### src/rtl/trace_capture_fifo.sv
// -----------------------------------------------------------------------------
// trace_capture_fifo
//
// Captures commit-time side effects of the single-cycle MIPS core (register-file
// writes and data-memory writes) as trace events, stamps each with its PC and a
// sequence number, and buffers them in a first-word-fall-through FIFO that a
// valid/ready consumer drains. The core is never back-pressured: when an event
// cannot be stored it is dropped and counted in drop_cnt_o.
//
// Ports
//   clk_i           system clock, rising edge
//   rst_ni          asynchronous active-low reset
//   enable_i        1 = capture events from the taps; 0 = ignore taps
//   clear_i         synchronous flush of FIFO, sequence stamp and drop counter
//   pc_i            PC of the instruction committing this cycle
//   reg_write_i     register-file write strobe
//   write_reg_i     destination register number
//   write_data_i    value written to the register file
//   mem_write_i     data-memory write strobe
//   mem_addr_i      data-memory address
//   mem_wdata_i     data-memory write data
//   trace_valid_o   head entry is valid
//   trace_ready_i   consumer accepts the head entry
//   trace_kind_o    01 = REG, 10 = MEM, 00 when empty
//   trace_pc_o      PC of the head entry
//   trace_dest_o    REG: zero-extended register number; MEM: address
//   trace_data_o    register or memory write data of the head entry
//   trace_seq_o     sequence stamp of the head entry
//   count_o         current occupancy (0..DEPTH)
//   full_o          count_o == DEPTH
//   empty_o         count_o == 0
//   drop_cnt_o      events lost, saturating at all-ones
// -----------------------------------------------------------------------------
module trace_capture_fifo #(
    parameter int DEPTH = 16,
    parameter int SEQ_W = 16
) (
    input  logic                       clk_i,
    input  logic                       rst_ni,
    input  logic                       enable_i,
    input  logic                       clear_i,
    input  logic [31:0]                pc_i,
    input  logic                       reg_write_i,
    input  logic [4:0]                 write_reg_i,
    input  logic [31:0]                write_data_i,
    input  logic                       mem_write_i,
    input  logic [31:0]                mem_addr_i,
    input  logic [31:0]                mem_wdata_i,
    output logic                       trace_valid_o,
    input  logic                       trace_ready_i,
    output logic [1:0]                 trace_kind_o,
    output logic [31:0]                trace_pc_o,
    output logic [31:0]                trace_dest_o,
    output logic [31:0]                trace_data_o,
    output logic [SEQ_W-1:0]           trace_seq_o,
    output logic [$clog2(DEPTH):0]     count_o,
    output logic                       full_o,
    output logic                       empty_o,
    output logic [SEQ_W-1:0]           drop_cnt_o
);

    localparam int PTR_W = $clog2(DEPTH);
    localparam int CNT_W = PTR_W + 1;
    localparam logic [1:0] KIND_REG = 2'b01;
    localparam logic [1:0] KIND_MEM = 2'b10;

    // Add 0..2 to the drop counter, pinning at all-ones instead of wrapping.
    function automatic logic [SEQ_W-1:0] sat_add(input logic [SEQ_W-1:0] a,
                                                  input logic [1:0]       inc);
        logic [SEQ_W:0] sum;
        sum = {1'b0, a} + {{(SEQ_W-1){1'b0}}, inc};
        return sum[SEQ_W] ? {SEQ_W{1'b1}} : sum[SEQ_W-1:0];
    endfunction

    // Entry storage (data only, never reset; validity comes from count_q).
    logic [1:0]       mem_kind_q [DEPTH];
    logic [31:0]      mem_pc_q   [DEPTH];
    logic [31:0]      mem_dest_q [DEPTH];
    logic [31:0]      mem_data_q [DEPTH];
    logic [SEQ_W-1:0] mem_seq_q  [DEPTH];

    logic [PTR_W-1:0] wr_ptr_q, wr_ptr_d;
    logic [PTR_W-1:0] rd_ptr_q, rd_ptr_d;
    logic [CNT_W-1:0] count_q,  count_d;
    logic [SEQ_W-1:0] seq_q,    seq_d;
    logic [SEQ_W-1:0] drop_q,   drop_d;

    logic             mem_evt, reg_evt, any_evt, both_evt;
    logic             full, empty, pop, push;
    logic [1:0]       drop_inc;
    logic [1:0]       evt_kind;
    logic [31:0]      evt_dest, evt_data;

    assign full  = (count_q == CNT_W'(DEPTH));
    assign empty = (count_q == '0);

    always_comb begin
        mem_evt  = enable_i & mem_write_i;
        // Writes to $zero have no architectural effect and are never logged.
        reg_evt  = enable_i & reg_write_i & (write_reg_i != 5'd0);
        any_evt  = mem_evt | reg_evt;
        both_evt = mem_evt & reg_evt;

        // MEM wins a same-cycle collision; the REG event is the one lost.
        evt_kind = mem_evt ? KIND_MEM   : KIND_REG;
        evt_dest = mem_evt ? mem_addr_i : {27'b0, write_reg_i};
        evt_data = mem_evt ? mem_wdata_i : write_data_i;

        pop  = ~empty & trace_ready_i & ~clear_i;
        // A pop frees the slot in the same cycle, so a full FIFO still accepts.
        push = any_evt & (~full | pop) & ~clear_i;

        drop_inc = {1'b0, both_evt} + {1'b0, any_evt & ~push};

        wr_ptr_d = wr_ptr_q + PTR_W'(push);
        rd_ptr_d = rd_ptr_q + PTR_W'(pop);
        count_d  = count_q + CNT_W'(push) - CNT_W'(pop);
        // Every detected event burns a stamp, pushed or not, so gaps expose losses.
        seq_d    = seq_q + SEQ_W'(mem_evt) + SEQ_W'(reg_evt);
        drop_d   = sat_add(drop_q, drop_inc);

        if (clear_i) begin
            wr_ptr_d = '0;
            rd_ptr_d = '0;
            count_d  = '0;
            seq_d    = '0;
            drop_d   = '0;
        end
    end

    always_ff @(posedge clk_i or negedge rst_ni) begin
        if (!rst_ni) begin
            wr_ptr_q <= '0;
            rd_ptr_q <= '0;
            count_q  <= '0;
            seq_q    <= '0;
            drop_q   <= '0;
        end else begin
            wr_ptr_q <= wr_ptr_d;
            rd_ptr_q <= rd_ptr_d;
            count_q  <= count_d;
            seq_q    <= seq_d;
            drop_q   <= drop_d;
        end
    end

    // The stored stamp is the current seq_q: on a collision MEM takes seq_q and
    // the dropped REG takes seq_q+1.
    always_ff @(posedge clk_i) begin
        if (push) begin
            mem_kind_q[wr_ptr_q] <= evt_kind;
            mem_pc_q[wr_ptr_q]   <= pc_i;
            mem_dest_q[wr_ptr_q] <= evt_dest;
            mem_data_q[wr_ptr_q] <= evt_data;
            mem_seq_q[wr_ptr_q]  <= seq_q;
        end
    end

    // Head entry falls through; fields are forced to zero while empty.
    assign trace_valid_o = ~empty;
    assign trace_kind_o  = empty ? '0 : mem_kind_q[rd_ptr_q];
    assign trace_pc_o    = empty ? '0 : mem_pc_q[rd_ptr_q];
    assign trace_dest_o  = empty ? '0 : mem_dest_q[rd_ptr_q];
    assign trace_data_o  = empty ? '0 : mem_data_q[rd_ptr_q];
    assign trace_seq_o   = empty ? '0 : mem_seq_q[rd_ptr_q];
    assign count_o       = count_q;
    assign full_o        = full;
    assign empty_o       = empty;
    assign drop_cnt_o    = drop_q;

endmodule

### config.mk
export PLATFORM = sky130hd
export DESIGN_NAME = trace_capture_fifo
export DESIGN_NICKNAME = d
export VERILOG_FILES = /design/src/rtl/trace_capture_fifo.sv
export SDC_FILE = /design/constraint.sdc
export NUM_CORES = 1
export LEC_CHECK = 0
export CAP_MARGIN = 20
export CORE_ASPECT_RATIO = 1.5
export CORE_UTILIZATION = 63
export CTS_BUF_LIST = sky130_fd_sc_hd__clkbuf_4
export DETAILED_ROUTE_END_ITERATION = 8
export PLACE_DENSITY = 0.82
export SLEW_MARGIN = 20
export SYNTH_ARGS = -nofsm -noshare
export SYNTH_HDL_FRONTEND = slang
export SYNTH_SLANG_ARGS = --single-unit
### constraint.sdc
create_clock -name clk_i -period 13.78 [get_ports clk_i]
set_input_delay 1.378 -clock clk_i [delete_from_list [all_inputs] [get_ports clk_i]]
set_output_delay 1.378 -clock clk_i [all_outputs]
set_load 0.02 [all_outputs]
==> flow_summary.json <==
{
  "routed_wl_mm": 166.4,
  "io_buffer_count": 277,
  "seq_area_frac_synth_pct": 78.70,
  "ys.flop_type": "edfxtp_1",
  "routed.top_layer": "met5",
  "most-common-layout-cells": "1824 x edfxtp_1, 593 x clkbuf_4, 456 x mux4_2",
  "initial_core_util_pct": 63.60,
  "synth_edf_count": 1824,
  "dieArea_sq_um": 114100,
  "cpPeakStageDelay_ns": 0.99,
  "syn-cell-area_sq_um": 71020,
  "placementRows": 150,
  "hold_violations": 0,
  "cp_max_fo": 136,
  "cts.sinks": 1869,
  "cp-end-kind": "output port",
  "synth-seq-cells": 1869,
  "layout-drive-gt1-share_pct": 30.48,
  "path_clk_slew_ns": 0.08,
  "ant_nets": 0,
  "syn-mean-instance-area_sq_um": 22.76,
  "cts-root-buf": "clkbuf_4",
  "antenna_found_initial": 6,
  "cts-buffers-inserted": 414,
  "finalSetupTns_ns": 0,
  "path_cells": "buf_12 -> buf_16 -> buf_4 -> mux4_2 -> a22oi_1 -> nand2_1 -> clkdlybuf4s50_1",
  "first_pass_iters": 6,
  "htreeDepth": 5,
  "worst_ep_required_time_ns": 12.40,
  "maxCapViolCount": 0,
  "drt_iter0_drc": 4349,
  "fp.dieW_microns": 276.1,
  "yosysTopAreaCell": "edfxtp_1",
  "post_cts_buffers": 0,
  "rsz0062_at_grt": "no",
  "finalCritPeriodShare_pct": 52.27,
  "insertion_delay_ns": 1.31,
  "cts_tree": "done",
  "async_flop_share_pct": 2.408,
  "grt_max_degree": 192,
  "nFillCells": 6009,
  "ys.warnings.count": 0,
  "wl_met3_mm": 16.54,
  "routedWlPerCell_microns": 30.51,
  "wl_met2_mm": 86.92,
  "syn_inst": 3120,
  "grt_pass1_vias": 38410,
  "reg2reg_from": "count_o[3]$_DFF_PN0_",
  "ios": 278,
  "rrSetupSlack_ns": 9.26,
  "layout.cells.most_common": "edfxtp_1",
  "overflow": 0,
  "maxSlewViolCount": 0,
  "crit_slowest_cell": "buf_4",
  "worst-r2r-cell-count": 8,
  "coreArea_sq_um": 111700,
  "peakVddDrop_v": 0.0001339,
  "pre_cts_ws_ns": 7.425,
  "yosysTopAreaCellShare_pct": 77.12,
  "hpwl_mm": 81.66,
  "cp-start-kind": "flip-flop",
  "fin_ws_ns": 6.577,
  "fp.dieH_microns": 413.2,
  "finalPower_mw": 12.46,
  "layout.cells.non_filler": 5453,
  "tightestPinTransition_ns": 1.185,
  "hold_buffers": 0,
  "vias": 36200,
  "synth_area_leaders": "edfxtp_1 77%, mux4_2 14%, a22oi_1 2.4%",
  "rr_endpoint": "mem_pc_q[6][3]$_DFFE_PP_",
  "min_path_type": "in -> async",
  "grt_usage_pct": 29.06,
  "skew_ns": 0.08149,
  "fin_crit_ns": 7.203,
  "grt_pass1_wl_mm": 238.9,
  "setup_violations": 0,
  "final_nets": 3880,
  "gp_congestion": 0.7479,
  "viasPerCell": 6.639,
  "placed_cells": 4748,
  "clockBufferDepth": 4,
  "synthesis.nets": 3275,
  "status": "finished, final reports clean",
  "relSlewSlack_pct": 21.02,
  "powerDensity_nw_per_um2": 154.2,
  "worstPathArrival_ns": 5.82,
  "area_growth_pct": 13.76,
  "ys_types": 44,
  "setup.worst_path.class": "reg -> out",
  "drc_errors": 0,
  "wl_met1_mm": 57.61,
  "cts_resized": 0,
  "fmax_mhz": 138.8,
  "p_leak_nw": 25.95
}
## flip-flops by register name, summed over array words and instances (netlist names), 5 cells and up
name        flops
mem_data_q    512
mem_dest_q    512
mem_pc_q      512
mem_seq_q     256
mem_kind_q     32
drop_cnt_o     16
seq_q          16
count_o         5
## stage by stage
step	hold WS, ns	util (%)	cell area, sq um
final	0.08038	72.35	80800
after global routing	0.02429	72.35	80800
after CTS	0.1797	72.21	80640
after detailed placement	0.5990	67.71	75610
after global placement	0.5750	67.71	75610
after floorplan	0.5513	-	71020
## power by group
part / total [mW] / internal, mW / switching, mW / leakage, nW
clock: 4.13 / 2.09 / 2.04 / 3.02
combinational: 2.01 / 0.894 / 1.11 / 5.60
sequential: 6.32 / 6.28 / 0.0349 / 17.3
## kinds of logic (layout without fill, tap and decap cells)
| group | Yosys count | after routing | share of synthesized area (%) |
|---|---|---|---|
| buffers and inverters | 188 | 1071 | 1.124 |
| multiplexers | 495 | 495 | 15.07 |
| flip-flops | 1869 | 1869 | 78.70 |
| other | 0 | 6 | 0 |
| AO/OA/AOI/OAI | 261 | 261 | 2.669 |
| AND/OR/NAND/NOR | 265 | 265 | 1.799 |
| adder cells (fa/ha/maj) | 15 | 15 | 0.2960 |
| XOR/XNOR | 27 | 27 | 0.3330 |
## layer usage
metal | GRT usage (%) | vias up
met2 | 49.20 | 2396
met5 | 0 | -
met3 | 6.302 | 379
li1 | - | 14720
met4 | 11.35 | 2
met1 | 37.26 | 18710
## Yosys cell counts, types with 9 or more instances
master / number
dfrtp_1: 45
o21ai_0: 17
ha_1: 12
inv_1: 17
clkbuf_1: 90
and3_1: 27
nor3_1: 21
edfxtp_1: 1824
mux4_2: 456
buf_2: 71
nand2_1: 125
nor4_1: 9
a22oi_1: 227
a21oi_1: 9
nand3_1: 16
xnor2_1: 20
mux2_2: 37
nor2_1: 28
## cell type report
| cell class | instances | area, sq um | area share, % |
|---|---|---|---|
| repair buffers | 359 | 3535 | 4.375 |
| flip-flops and latches | 1869 | 55910 | 69.19 |
| clock buffers | 593 | 4452 | 5.510 |
| well taps | 1444 | 1807 | 2.236 |
| multi-input cells | 1063 | 14440 | 17.87 |
| diodes | 6 | 15.01 | 0.01858 |
| inverters | 18 | 67.56 | 0.08362 |
| clock inverters | 101 | 580.6 | 0.7185 |
## worst max path at each step
stage	from	cells after the start	end	slack (ns)
2_1_floorplan	enable_i	4	mem_data_q[0][0]$_DFFE_PP_	0.19
3_3_place_gp	rd_ptr_q[0]$_DFF_PN0_	6	trace_kind_o[0]	7.55
3_5_place_dp	rd_ptr_q[0]$_DFF_PN0_	6	trace_kind_o[0]	7.43
4_1_cts	rd_ptr_q[0]$_DFF_PN0_	6	trace_kind_o[0]	6.03
5_1_grt	rd_ptr_q[0]$_DFF_PN0_	8	trace_kind_o[0]	6.24
6_report	rd_ptr_q[1]$_DFF_PN0_	7	trace_kind_o[1]	6.58
## worst max-delay path, delay by kind of cell, from the launching register on
family | cells | cell delay (ns)
buffers and inverters | 4 | 2.65
DFF | 1 | 0.88
muxes | 1 | 0.42
AOI/OAI and AO/OA | 1 | 0.23
and+or+nand+nor | 1 | 0.09
Note: power is estimated with default switching activity, not from simulation.
